File: config.mk
export PLATFORM = sky130hd
export DESIGN_NAME = conv_operand_pingpong_buffer
export DESIGN_NICKNAME = d
export VERILOG_FILES = /design/src/rtl/conv_operand_pingpong_buffer.sv
export SDC_FILE = /design/constraint.sdc
export NUM_CORES = 1
export LEC_CHECK = 0
export BUFFER_PORTS_ARGS = -buffer_cell sky130_fd_sc_hd__buf_2
export CORE_MARGIN = 1.5
export CORE_UTILIZATION = 40
export DETAILED_ROUTE_END_ITERATION = 7
export PLACE_DENSITY = 0.55
export SKIP_CTS_REPAIR_TIMING = 1
export SLEW_MARGIN = 20
export SYNTH_ARGS = -nofsm -noshare
export SYNTH_HDL_FRONTEND = slang
export SYNTH_SLANG_ARGS = --single-unit
File: constraint.sdc
create_clock -name clk -period 17.6 [get_ports clk]
set_input_delay 3.52 -clock clk [delete_from_list [all_inputs] [get_ports clk]]
set_output_delay 3.52 -clock clk [all_outputs]
set_load 0.02 [all_outputs]
File: src/rtl/conv_operand_pingpong_buffer.sv
// rtl/conv_operand_pingpong_buffer.sv - double-buffered data tile / filter store for the conv MAC array
// Serial elements fill the shadow bank; a complete shadow bank swaps to active on release.
module conv_operand_pingpong_buffer #(
   parameter int DW = 8,
   parameter int N  = 4,
   parameter int K  = 3
) (
   input  logic                clk,
   input  logic                rst,
   input  logic                in_valid,
   output logic                in_ready,
   input  logic                in_sel,
   input  logic [DW-1:0]       in_data,
   input  logic                clr,
   input  logic                out_consume,
   output logic                out_valid,
   output logic                load_done,
   output logic [N*N*DW-1:0]   data_flat,
   output logic [K*K*DW-1:0]   filt_flat,
   output logic                shadow_full
);

   localparam int NN  = N * N;
   localparam int KK  = K * K;
   localparam int DCW = $clog2(NN + 1);
   localparam int FCW = $clog2(KK + 1);
   localparam int DIW = (NN > 1) ? $clog2(NN) : 1;
   localparam int FIW = (KK > 1) ? $clog2(KK) : 1;
   localparam logic [DCW-1:0] D_FULL = DCW'(NN);
   localparam logic [FCW-1:0] F_FULL = FCW'(KK);

   logic [DW-1:0]  data_mem_q [0:1][0:NN-1];
   logic [DW-1:0]  filt_mem_q [0:1][0:KK-1];

   logic           ptr_q, ptr_d;
   logic [DCW-1:0] dcnt_q, dcnt_d;
   logic [FCW-1:0] fcnt_q, fcnt_d;
   logic           out_valid_q, out_valid_d;
   logic           load_done_q, load_done_d;

   logic           d_room, f_room, accept, wr_data, wr_filt, swap;
   logic           shadow_sel;
   logic [DIW-1:0] d_idx;
   logic [FIW-1:0] f_idx;

   // Stream handshake and swap decision, all combinational from the counters.
   always_comb begin
      d_room      = (dcnt_q < D_FULL);
      f_room      = (fcnt_q < F_FULL);
      in_ready    = (in_sel ? f_room : d_room) & ~rst;
      shadow_full = (dcnt_q == D_FULL) & (fcnt_q == F_FULL);
      accept      = in_valid & in_ready & ~clr;
      wr_data     = accept & ~in_sel;
      wr_filt     = accept & in_sel;
      swap        = shadow_full & (~out_valid_q | out_consume) & ~clr;
      shadow_sel  = ~ptr_q;
      d_idx       = dcnt_q[DIW-1:0];
      f_idx       = fcnt_q[FIW-1:0];
   end

   always_comb begin
      ptr_d       = ptr_q ^ swap;
      dcnt_d      = dcnt_q;
      fcnt_d      = fcnt_q;
      if (clr || swap) begin
         dcnt_d = '0;
         fcnt_d = '0;
      end else begin
         if (wr_data) dcnt_d = dcnt_q + 1'b1;
         if (wr_filt) fcnt_d = fcnt_q + 1'b1;
      end
      out_valid_d = out_valid_q;
      if (swap)             out_valid_d = 1'b1;
      else if (out_consume) out_valid_d = 1'b0;
      load_done_d = swap;
   end

   always_ff @(posedge clk or posedge rst) begin
      if (rst) begin
         ptr_q       <= 1'b0;
         dcnt_q      <= '0;
         fcnt_q      <= '0;
         out_valid_q <= 1'b0;
         load_done_q <= 1'b0;
      end else begin
         ptr_q       <= ptr_d;
         dcnt_q      <= dcnt_d;
         fcnt_q      <= fcnt_d;
         out_valid_q <= out_valid_d;
         load_done_q <= load_done_d;
      end
   end

   // Writes only ever target the shadow bank; the active bank is read-only here.
   always_ff @(posedge clk or posedge rst) begin
      if (rst) begin
         for (int b = 0; b < 2; b++) begin
            for (int i = 0; i < NN; i++) data_mem_q[b][i] <= '0;
            for (int i = 0; i < KK; i++) filt_mem_q[b][i] <= '0;
         end
      end else begin
         if (wr_data) data_mem_q[shadow_sel][d_idx] <= in_data;
         if (wr_filt) filt_mem_q[shadow_sel][f_idx] <= in_data;
      end
   end

   always_comb begin
      data_flat = '0;
      filt_flat = '0;
      for (int i = 0; i < NN; i++) data_flat[i*DW +: DW] = data_mem_q[ptr_q][i];
      for (int i = 0; i < KK; i++) filt_flat[i*DW +: DW] = filt_mem_q[ptr_q][i];
   end

   assign out_valid = out_valid_q;
   assign load_done = load_done_q;

endmodule
# Yosys cells after proc, flatten, opt, wreduce, memory -nomap -nowiden
# Cells that the tools add are included.
[word_totals]
regBits = 412
in_bits = 14
out_inout_bits = 204
elab_cells = 117
[op_classes]
n_addsub = 2
order_cmp = 9
n_eq_ne = 2
mux = 23
n_bitwise = 19
n_reduce_logical = 7
[op_table]
columns = ["operator", "n"]
rows = [
  ["128-bit two-way mux", 4],
  ["72-bit two-way mux", 4],
  ["256-bit bitwise mux", 1],
  ["144-bit bitwise mux", 1],
  ["128-bit demux with 1-bit select", 1],
  ["72-bit demux with 1-bit select", 1],
  ["8-bit demux with 4-bit select", 2],
  ["8-bit two-way mux", 2],
  ["5-bit >= comparator, second input constant", 2],
  ["5-bit by 1-bit less-than comparator with 1-bit output, second input constant", 2],
  ["5-bit two-way mux", 2],
  ["4-bit NOT with 5-bit output", 2],
  ["1-bit bitwise AND", 8],
  ["4-bit two-way mux", 2],
  ["2-bit nonzero test", 3],
  ["5-bit by 1-bit adder with 5-bit output, second input constant", 1],
  ["5-bit equality test, second input constant", 1],
  ["5-bit less-than comparator, second input constant", 1],
  ["1-bit NOT", 5],
  ["4-bit by 1-bit adder with 4-bit output, second input constant", 1],
  ["4-bit equality test, second input constant", 1],
  ["2-bit >= comparator, second input constant", 2],
  ["4-bit less-than comparator, second input constant", 1],
  ["1-bit NOT with 2-bit output", 2],
  ["6 further kinds", 10],
]

# Depth between registers and ports, before layout
# Gate-level depths: netlist (run 1).
[logic_depth]
depth_word = 8
depth_mapped = 9
mapped_depth_nobuf = 7

# Least setup slack after synthesis (run 1)
# Ideal clock, no wire load.
[synth_timing]
kind = "in2out"
start = "input rst"
end = "output in_ready"
arrival_time_ps = 13234
t_required_ps = 14080
setup_slack_ps = 846
path_stages = 3
n_path_buf = 1
path_cell_list = "inv_1 > o211a_1 > buf_4"
[synth_between]
elab_chain_len = 2
[synth_rtl]
columns = ["element", "line", "rtl"]
rows = [
  ["start, declared", "9", "input logic rst,"],
  ["1-bit NOT", "50", "in_ready = (in_sel ? f_room : d_room) & ~rst;"],
  ["1-bit bitwise AND", "50", ""],
  ["end, declared", "11", "output logic in_ready,"],
]
# Every way passes these cells.

# Final worst setup path (run 1)
# Same ends and word-level chain as after synthesis.

==> summary by stage, run 1 <==
Run status
The flow ran to the end, and the final reports show no timing, DRC or antenna violations.

CTS
The H-tree generated during clock tree synthesis spans 2 levels. The CTS tree is done. In this run, CTS created clock tree buffers numbering 47. Clock latency on the worst-skew pair, taken at its later pin, is between 0.5 and 0.6 ns.

Counting along the longest clock path gives a buffer depth of 3. The tree is rooted in a sky130_fd_sc_hd__clkbuf_16. Clock-pin slew was measured on the worst setup and hold paths at 0.05 ns. The number of sinks handled by clock tree synthesis is around 410.

Global route
Global routing used between 10% and 20% of the available tracks across all layers. The first global-routing pass estimated between 60000 and 70000 um of wire. The total global routing overflow is 0. Entering global routing, the biggest net connects 177 pins.

The via count of the first global-routing pass is 11320. The initial antenna violation count is 0.

Final layout
After the last flow step, the layout net total stands at 1455. The fraction of layout cells with a size suffix above 1 is between 60% and 70%. Relative to the synthesized area, the layout overhead comes to 17.31%. After routing the design area is 0.02165 mm2.

The repair_antennas step left the layout with diodes totalling 0. The final-layout fill cell count is between 4000 and 5000.

STA
The total count of max-transition violations in the final report is 0. The final critical delay including setup and external delays is about 8.7 ns. Setup repair after global routing left no endpoint under its margin. The hold violation count in the final report is 0. In the final timing run, aggregate negative setup slack is 0 ns.

The worst-margin pin slew is 1.087 ns. Derived from the worst setup path, the maximum achievable clock frequency is 114.6 MHz. On the final layout, the worst clock skew is ~0.014 ns. Dividing the final minimum period by the clock period gives 49.58%. The remaining max-slew budget at the tightest pin is 27.54%. The final setup violation count is 0.

Placed design
The final weighted congestion in routability-driven placement is roughly 0.76. The standard cell area after detailed placement is roughly 0.020 mm2. The count of buffers from port buffering is 217.

Detailed placement ended at an HPWL of 27890 um.

Synth
The number of synthesized register bits is between 400 and 500. During synthesis, Yosys emitted a total of 0 warnings. The cell count after synthesis came out at 1243. The share of flip-flops with an asynchronous set or reset is 100.0%. Sequential cells were found to cover between 50% and 60% of the synthesized design area. The number of nets handed over by synthesis was 1265.

The number of flops mapped to enable cells by yosys is 0. The main flop type after synthesis is sky130_fd_sc_hd__dfrtp_1. After synthesis, the mean cell area works out to between 10 and 15 um2. Synthesis instantiated 50 different standard cells from the library. In this run the cell area of the synthesized design comes to 0.01845 mm2.

Critical path
The capturing element type of the critical path is an output pin. The maximum fanout count along the critical path is about 110. The required time at the worst-slack endpoint is about 14 ns. The critical path data arrival time is approximately 5.2 ns.

The worst-case reg-to-reg path depth is 4. The critical path class is primary input to output pin. The slowest stage of the critical path is the sky130_fd_sc_hd__o211a_1 cell. Counting stages on the worst path, the most repeated cell is sky130_fd_sc_hd__buf_2. The endpoint identified for the worst register-to-register timing path is data_mem_q[154]. The critical path goes through buf_2, inv_8, o211a_1, buf_2. For this run, the slowest stage of the critical path takes between 0.6 and 0.7 ns. In this run the register-to-register setup slack is 14.18 ns. The worst register-to-register path begins at ptr_q. The critical path startpoint category is a primary input.

Route
The routed layout has 10650 vias. The post-detailed-routing wire length is between 40000 and 50000 um. The remaining number of nets flagged by the antenna check after routing is 0. The number of vias per cell is 5.144. The detailed-route DRC error count is 0. In the final routed layout, each cell accounts on average for between 20 and 25 um.

The pre-antenna-repair detailed-routing pass consisted of 4 iterations. The detailed router finished its first iteration with roughly 440 violations.

Floorplan
After floorplanning, the core was sized to cover 0.04548 mm2. The width of the die is 217.8 um. Measured along the y axis, the die boundary spans 217.8 um. The initial utilization of the core area, before any placement, comes to 40.58%. The overall die area is 0.04743 mm2.

218 I/O pins were placed. The number of cell rows is 78.

Power
The worst voltage drop across the vdd grid is 0.06728 mV. Dividing total power by cell area gives a power density of just under 100 mW/mm2. The leakage power summed over all cells is 11.43 nW. The total chip power is 2.090 mW.

Min path
The class of the worst hold path is flip-flop to flip-flop. The count of cells along the worst hold path is 1. The path with the worst hold slack has its endpoint at filt_mem_q[114]. In this run the most critical hold path is launched from filt_mem_q[114].

Run
Across the run, the number of max-cap violations was 0.
-- synth_stat cells (2+ instances only) --
library cell,count,share of area [%]
sky130_fd_sc_hd__a21oi_1,2,0.054
sky130_fd_sc_hd__and3_1,6,0.20
sky130_fd_sc_hd__and3b_1,2,0.095
sky130_fd_sc_hd__and4_1,3,0.14
sky130_fd_sc_hd__buf_1,9,0.18
sky130_fd_sc_hd__buf_2,19,0.52
sky130_fd_sc_hd__clkbuf_1,61,1.2
sky130_fd_sc_hd__dfrtp_1,412,56
sky130_fd_sc_hd__ha_1,8,0.54
sky130_fd_sc_hd__inv_1,8,0.16
sky130_fd_sc_hd__mux2_2,591,36
sky130_fd_sc_hd__mux2_4,8,0.65
sky130_fd_sc_hd__nand2_1,20,0.41
sky130_fd_sc_hd__nand2b_1,7,0.24
sky130_fd_sc_hd__nand3_1,10,0.27
sky130_fd_sc_hd__nand3_2,5,0.27
sky130_fd_sc_hd__nand3b_1,3,0.12
sky130_fd_sc_hd__nand4_2,3,0.20
sky130_fd_sc_hd__nor2_1,9,0.18
sky130_fd_sc_hd__nor2_2,8,0.27
sky130_fd_sc_hd__nor2b_1,4,0.14
sky130_fd_sc_hd__nor3_1,6,0.16
sky130_fd_sc_hd__nor3b_1,4,0.16
sky130_fd_sc_hd__nor3b_2,2,0.14
sky130_fd_sc_hd__nor4bb_1,2,0.11
sky130_fd_sc_hd__o2111a_1,3,0.18
sky130_fd_sc_hd__o2111ai_1,2,0.095
sky130_fd_sc_hd__o21ai_0,2,0.054
sky130_fd_sc_hd__xnor2_1,3,0.14
-- placed cells by master, fill, tap and decap left out, types with 2 or more instances in the layout --
master	count
sky130_fd_sc_hd__nand2_1	20
sky130_fd_sc_hd__mux2_4	8
sky130_fd_sc_hd__clkbuf_1	13
sky130_fd_sc_hd__buf_2	216
sky130_fd_sc_hd__and3_1	6
sky130_fd_sc_hd__nor4bb_1	2
sky130_fd_sc_hd__o2111ai_1	2
sky130_fd_sc_hd__o21ai_0	2
sky130_fd_sc_hd__o2111a_1	3
sky130_fd_sc_hd__nand3b_1	3
sky130_fd_sc_hd__dfrtp_1	411
sky130_fd_sc_hd__inv_1	7
sky130_fd_sc_hd__clkbuf_16	49
sky130_fd_sc_hd__nor3b_1	4
sky130_fd_sc_hd__and4_1	3
sky130_fd_sc_hd__nor3b_2	2
sky130_fd_sc_hd__nor3_1	6
sky130_fd_sc_hd__nor2_2	8
sky130_fd_sc_hd__nand3_1	10
sky130_fd_sc_hd__clkinv_2	8
sky130_fd_sc_hd__clkbuf_8	15
sky130_fd_sc_hd__a21oi_1	2
sky130_fd_sc_hd__buf_16	2
sky130_fd_sc_hd__and3b_1	2
sky130_fd_sc_hd__xnor2_1	3
sky130_fd_sc_hd__nand2b_1	7
sky130_fd_sc_hd__nand3_2	5
sky130_fd_sc_hd__mux2_2	591
sky130_fd_sc_hd__nor2b_1	4
sky130_fd_sc_hd__nand4_2	3
sky130_fd_sc_hd__ha_1	8
sky130_fd_sc_hd__nor2_1	9
sky130_fd_sc_hd__buf_4	12
-- kinds of logic (layout without fill, tap and decap cells) --
| kind of cell | Yosys count | in the layout | synth area share (%) |
|---|---|---|---|
| fa+ha+maj | 8 | 8 | 0.5424 |
| simple gates | 106 | 106 | 3.811 |
| flops | 412 | 412 | 55.87 |
| compound gates | 14 | 14 | 0.6170 |
| mux | 601 | 601 | 36.83 |
| buf+inv | 98 | 325 | 2.143 |
| xor+xnor | 4 | 4 | 0.1899 |
-- layer usage --
metal	track usage [%]	wire, um	part of all wire, %
met1	26.33	20900	47
met3	4.881	2273	5.1
met5	0	0	0
met4	4.575	795	1.8
met2	30.75	20910	47
-- power by group --
| group | leakage, nW | internal [mW] | switching [mW] |
|---|---|---|---|
| Combinational | 4.96 | 0.0498 | 0.0870 |
| Clock | 0.772 | 0.586 | 0.382 |
| Sequential | 5.69 | 0.972 | 0.0132 |
-- critical path: cells and delay by family --
family	cells	cell delay, ns
buffers and inverters	3	0.97
AO/OA/AOI/OAI	1	0.61
-- layout make-up --
type                            count  area [um2]  share of cell area [%]
Timing Repair Buffer              231        1246                   5.757
Tap cell                          600       750.7                   3.468
Clock buffer                       77        1481                   6.843
Clock inverter                      9       70.07                  0.3237
Sequential cell                   412       10310                   47.64
Multi-Input combinational cell    733        7749                   35.79
Inverter                            8       37.54                  0.1734
-- stage by stage --
| step | utilization [%] | cells | setup WS [ns] | hold slack, ns |
|---|---|---|---|---|
| global route | 47.60 | 2070 | 8.747 | 0.5095 |
| detailed placement | 44.18 | 1984 | 8.871 | 0.4770 |
| global placement | 44.06 | 1982 | 8.924 | 0.4734 |
| CTS | 47.60 | 2070 | 8.871 | 0.4960 |
| finish | 47.60 | 2070 | 8.874 | 0.4923 |
| floorplan | - | 1243 | 0.8455 | 0.4602 |
-- how the worst max path moves through the flow --
stage | startpoint | endpoint | slack (ns) | cells past startpoint
6_report | rst | in_ready | 8.87 | 4
2_1_floorplan | rst | in_ready | 0.85 | 3
3_3_place_gp | rst | in_ready | 8.92 | 4
3_5_place_dp | rst | in_ready | 8.87 | 4
4_1_cts | rst | in_ready | 8.87 | 4
5_1_grt | rst | in_ready | 8.75 | 4
-- registers in the layout (all words and copies together), names as in the netlist --
signal      cells
data_mem_q    256
filt_mem_q    144
dcnt_q          5
f_idx           4
load_done       1
out_valid       1
ptr_q           1
Note: power is estimated with default switching activity, not from simulation.
==> run 2, diff against run 1 <==
PLACE_DENSITY = 0.58   (was 0.55)
clock period = 7.4 ns   (was 17.6 ns; I/O delays follow)
==> run 2 against run 1 <==
Effect of this change:
- die area is the same
- worst setup slack got worse by 6.2 ns
- sequential share of layout area shrank 0.71 points
- via count rose by 1.4%
- clock-buffer cell count shrank 16
- largest power group is now the clock network
==> summary by stage, run 2 (synthesis results as in run 1) <==
Run status
The flow ran to the end, and the final reports show no timing, DRC or antenna violations.

CTS
TritonCTS created 46 clock buffers. The number of sinks handled by clock tree synthesis is 412. At the later pin of the worst-skew pair, clock insertion delay measures ~0.58 ns.

The clock tree synthesis step divided the H-tree into 2 levels. TritonCTS built the clock tree. The tree is rooted in a sky130_fd_sc_hd__clkbuf_16. The clock passes through at most 3 buffers. The clock-pin transition on the worst setup and hold timing paths is 0.06 ns.

Power
The internal power summed over all cells is 3.846 mW. Power spread over the standard cell area amounts to 229.2 mW/mm2. The share of total power dissipated in sequential elements is a little under half. IR analysis of the VDD net gives a maximum drop of 0.1442 mV. The power share of the combinational group is ~6.5%. The clock network accounts for between 40% and 50% of the total power.

The analysis attributes to cell leakage a power of 11.60 nW. The analysis attributes to net switching a power of 1.192 mW. Net switching is 23.66% of the power.

Total power for the finished layout comes to between 5 and 6 mW.

STA
The tightest hold margin is between 0.4 and 0.5 ns. Derived from the worst setup path, the maximum achievable clock frequency is between 200 and 250 MHz. The hold violation count in the final report is 0. Setup repair after global routing left no endpoint under its margin. The final critical delay including setup and external delays is 4.706 ns. The final setup skew is 0.02622 ns. The total count of max-transition violations in the final report came to 0. The sum of negative setup slack is 0 ns.

At the pin with the least slew margin, the transition time is between 1 and 1.5 ns. The remaining max-slew budget at the tightest pin is 24.08%. The worst path uses 63.59% of the clock period. The final setup violation count is 0.

Final layout
The antenna cell count is 0. In the final layout, the registers with the most flip-flops are data_mem_q x256, filt_mem_q x144, dcnt_q x5. The most common library cell in the layout ignoring fill and taps is sky130_fd_sc_hd__mux2_2. The library cells used most frequently in the layout, excluding fill and tap cells, are 551 x sky130_fd_sc_hd__mux2_2, 411 x sky130_fd_sc_hd__dfrtp_1, 216 x sky130_fd_sc_hd__buf_2, 48 x sky130_fd_sc_hd__mux2_4, 46 x sky130_fd_sc_hd__clkbuf_16. From synthesis to final layout, the design area changed by 19.07%.

The number of nets at the end of the flow is 1453. The flip-flop count of the largest register, all copies and words added is 256. Counting flops per register, the top entry is data_mem_q. Once layout is complete, the utilization of the core stands at 48.32%.

The fraction of layout cells with a size suffix above 1 is 64.74%.

Run
The tool flagged a number of max-cap violations equal to 0.

Placed design
The count of buffers from port buffering is 217. After legalization and detailed placement, the total HPWL measured 27630 um. The congestion estimate from routability-driven global placement came to 0.7922.

Global route
The first global-routing pass estimated roughly 71000 um of wire. The via count of the first global-routing pass came to 11200. Entering global routing, the biggest net connects about 180 pins.

Across every metal layer, demand over resource in global routing totals between 15 and 20%. The initial antenna violation count was 0. Summed over all layers, the global routing overflow is 0.

Min path
The class of the worst hold path is flip-flop to flip-flop.

Critical path
The worst setup path is captured at an output pin. Setup slack on the worst reg-to-reg path comes out at slightly below 4 ns. The critical path goes through buf_2, clkinvlp_4, o211a_1, buf_2. The critical-path cell with the highest stage delay is sky130_fd_sc_hd__clkinvlp_4.

The critical path in this run is classified as primary input to output pin. The worst setup path is launched from a primary input. Of all nets on the critical path, the largest fanout is 41. For this run, the slowest stage of the critical path takes just over 0.7 ns.

The critical path data arrival time is 3.23 ns. The required time at the worst-slack endpoint is 5.92 ns. The most numerous cell on the critical path is sky130_fd_sc_hd__buf_2.

Route
The violation count after the first detailed-routing iteration is roughly 440. The average wire per standard cell is 22.10 um. The routed layout has 10800 vias. After detailed routing, the number of vias per cell comes to between 5 and 6. The detailed-route DRC error count is 0. The remaining number of nets flagged by the antenna check after routing is 0. The first detailed-routing pass took 4 iterations. The post-detailed-routing wire length is 45720 um.

Floorplan
Row generation in the floorplan step produced 78 rows. The die extent in y is ~220 um. The number of top-level pins is 218. The overall die area is 0.04743 mm2. The width of the die is 217.8 um. Once the floorplan was initialized, standard cells occupied approximately two fifths of the core. The core outline area is 0.04548 mm2.
[run 2: worst paths after layout]
kind | start | end | cells after the start
worst max-delay path | rst | in_ready | 4
worst min-delay path | data_mem_q[64] | data_mem_q[64] | 1
worst max register to register | f_idx[0] | data_mem_q[154] | 6
worst min register to register | data_mem_q[64] | data_mem_q[64] | 1
max in group asynchronous | rst | data_mem_q[71] | 4
min in group asynchronous | rst | filt_mem_q[101] | 2
[run 2: area by class of cell]
type                       count  area (um2)
fill                        4059       23510
tap                          600       750.7
multi-input combinational    733        8056
sequential                   412       10310
inverter                       8       33.78
timing repair buffer         230        1231
clock inverter                25       290.3
clock buffer                  61        1297
[run 2: metrics by stage]
step	cell area [um2]	setup slack (ns)	std cells
after floorplan	18810	-2.216	1243
after global placement	20360	2.690	1982
after detailed placement	20360	2.635	1982
after CTS	21940	2.653	2068
after global routing	21970	2.510	2069
final	21970	2.694	2069
[run 2: power by group through the flow]
stage          clock [mW]  combinational [mW]  sequential [mW]
2_1_floorplan           0               0.232             2.37
3_3_place_gp            0               0.328             2.38
3_5_place_dp            0               0.332             2.38
4_1_cts              2.44               0.334             2.34
5_1_grt              2.55               0.355             2.35
6_report             2.37               0.327             2.34
[run 2: layer usage]
| layer | GRT usage, % | vias to the layer above | share of wire (%) |
|---|---|---|---|
| met4 | 4.115 | 0 | 1.5 |
| met5 | 0 | - | 0 |
| met2 | 30.64 | 192 | 46 |
| met3 | 3.877 | 56 | 4.5 |
| li1 | - | 4848 | - |
| met1 | 28.09 | 5705 | 48 |
[run 2: critical path, delay by kind of cell]
family                 cells  cell delay [ns]
AOI/OAI and AO/OA          1             0.57
buffers and inverters      3             1.14
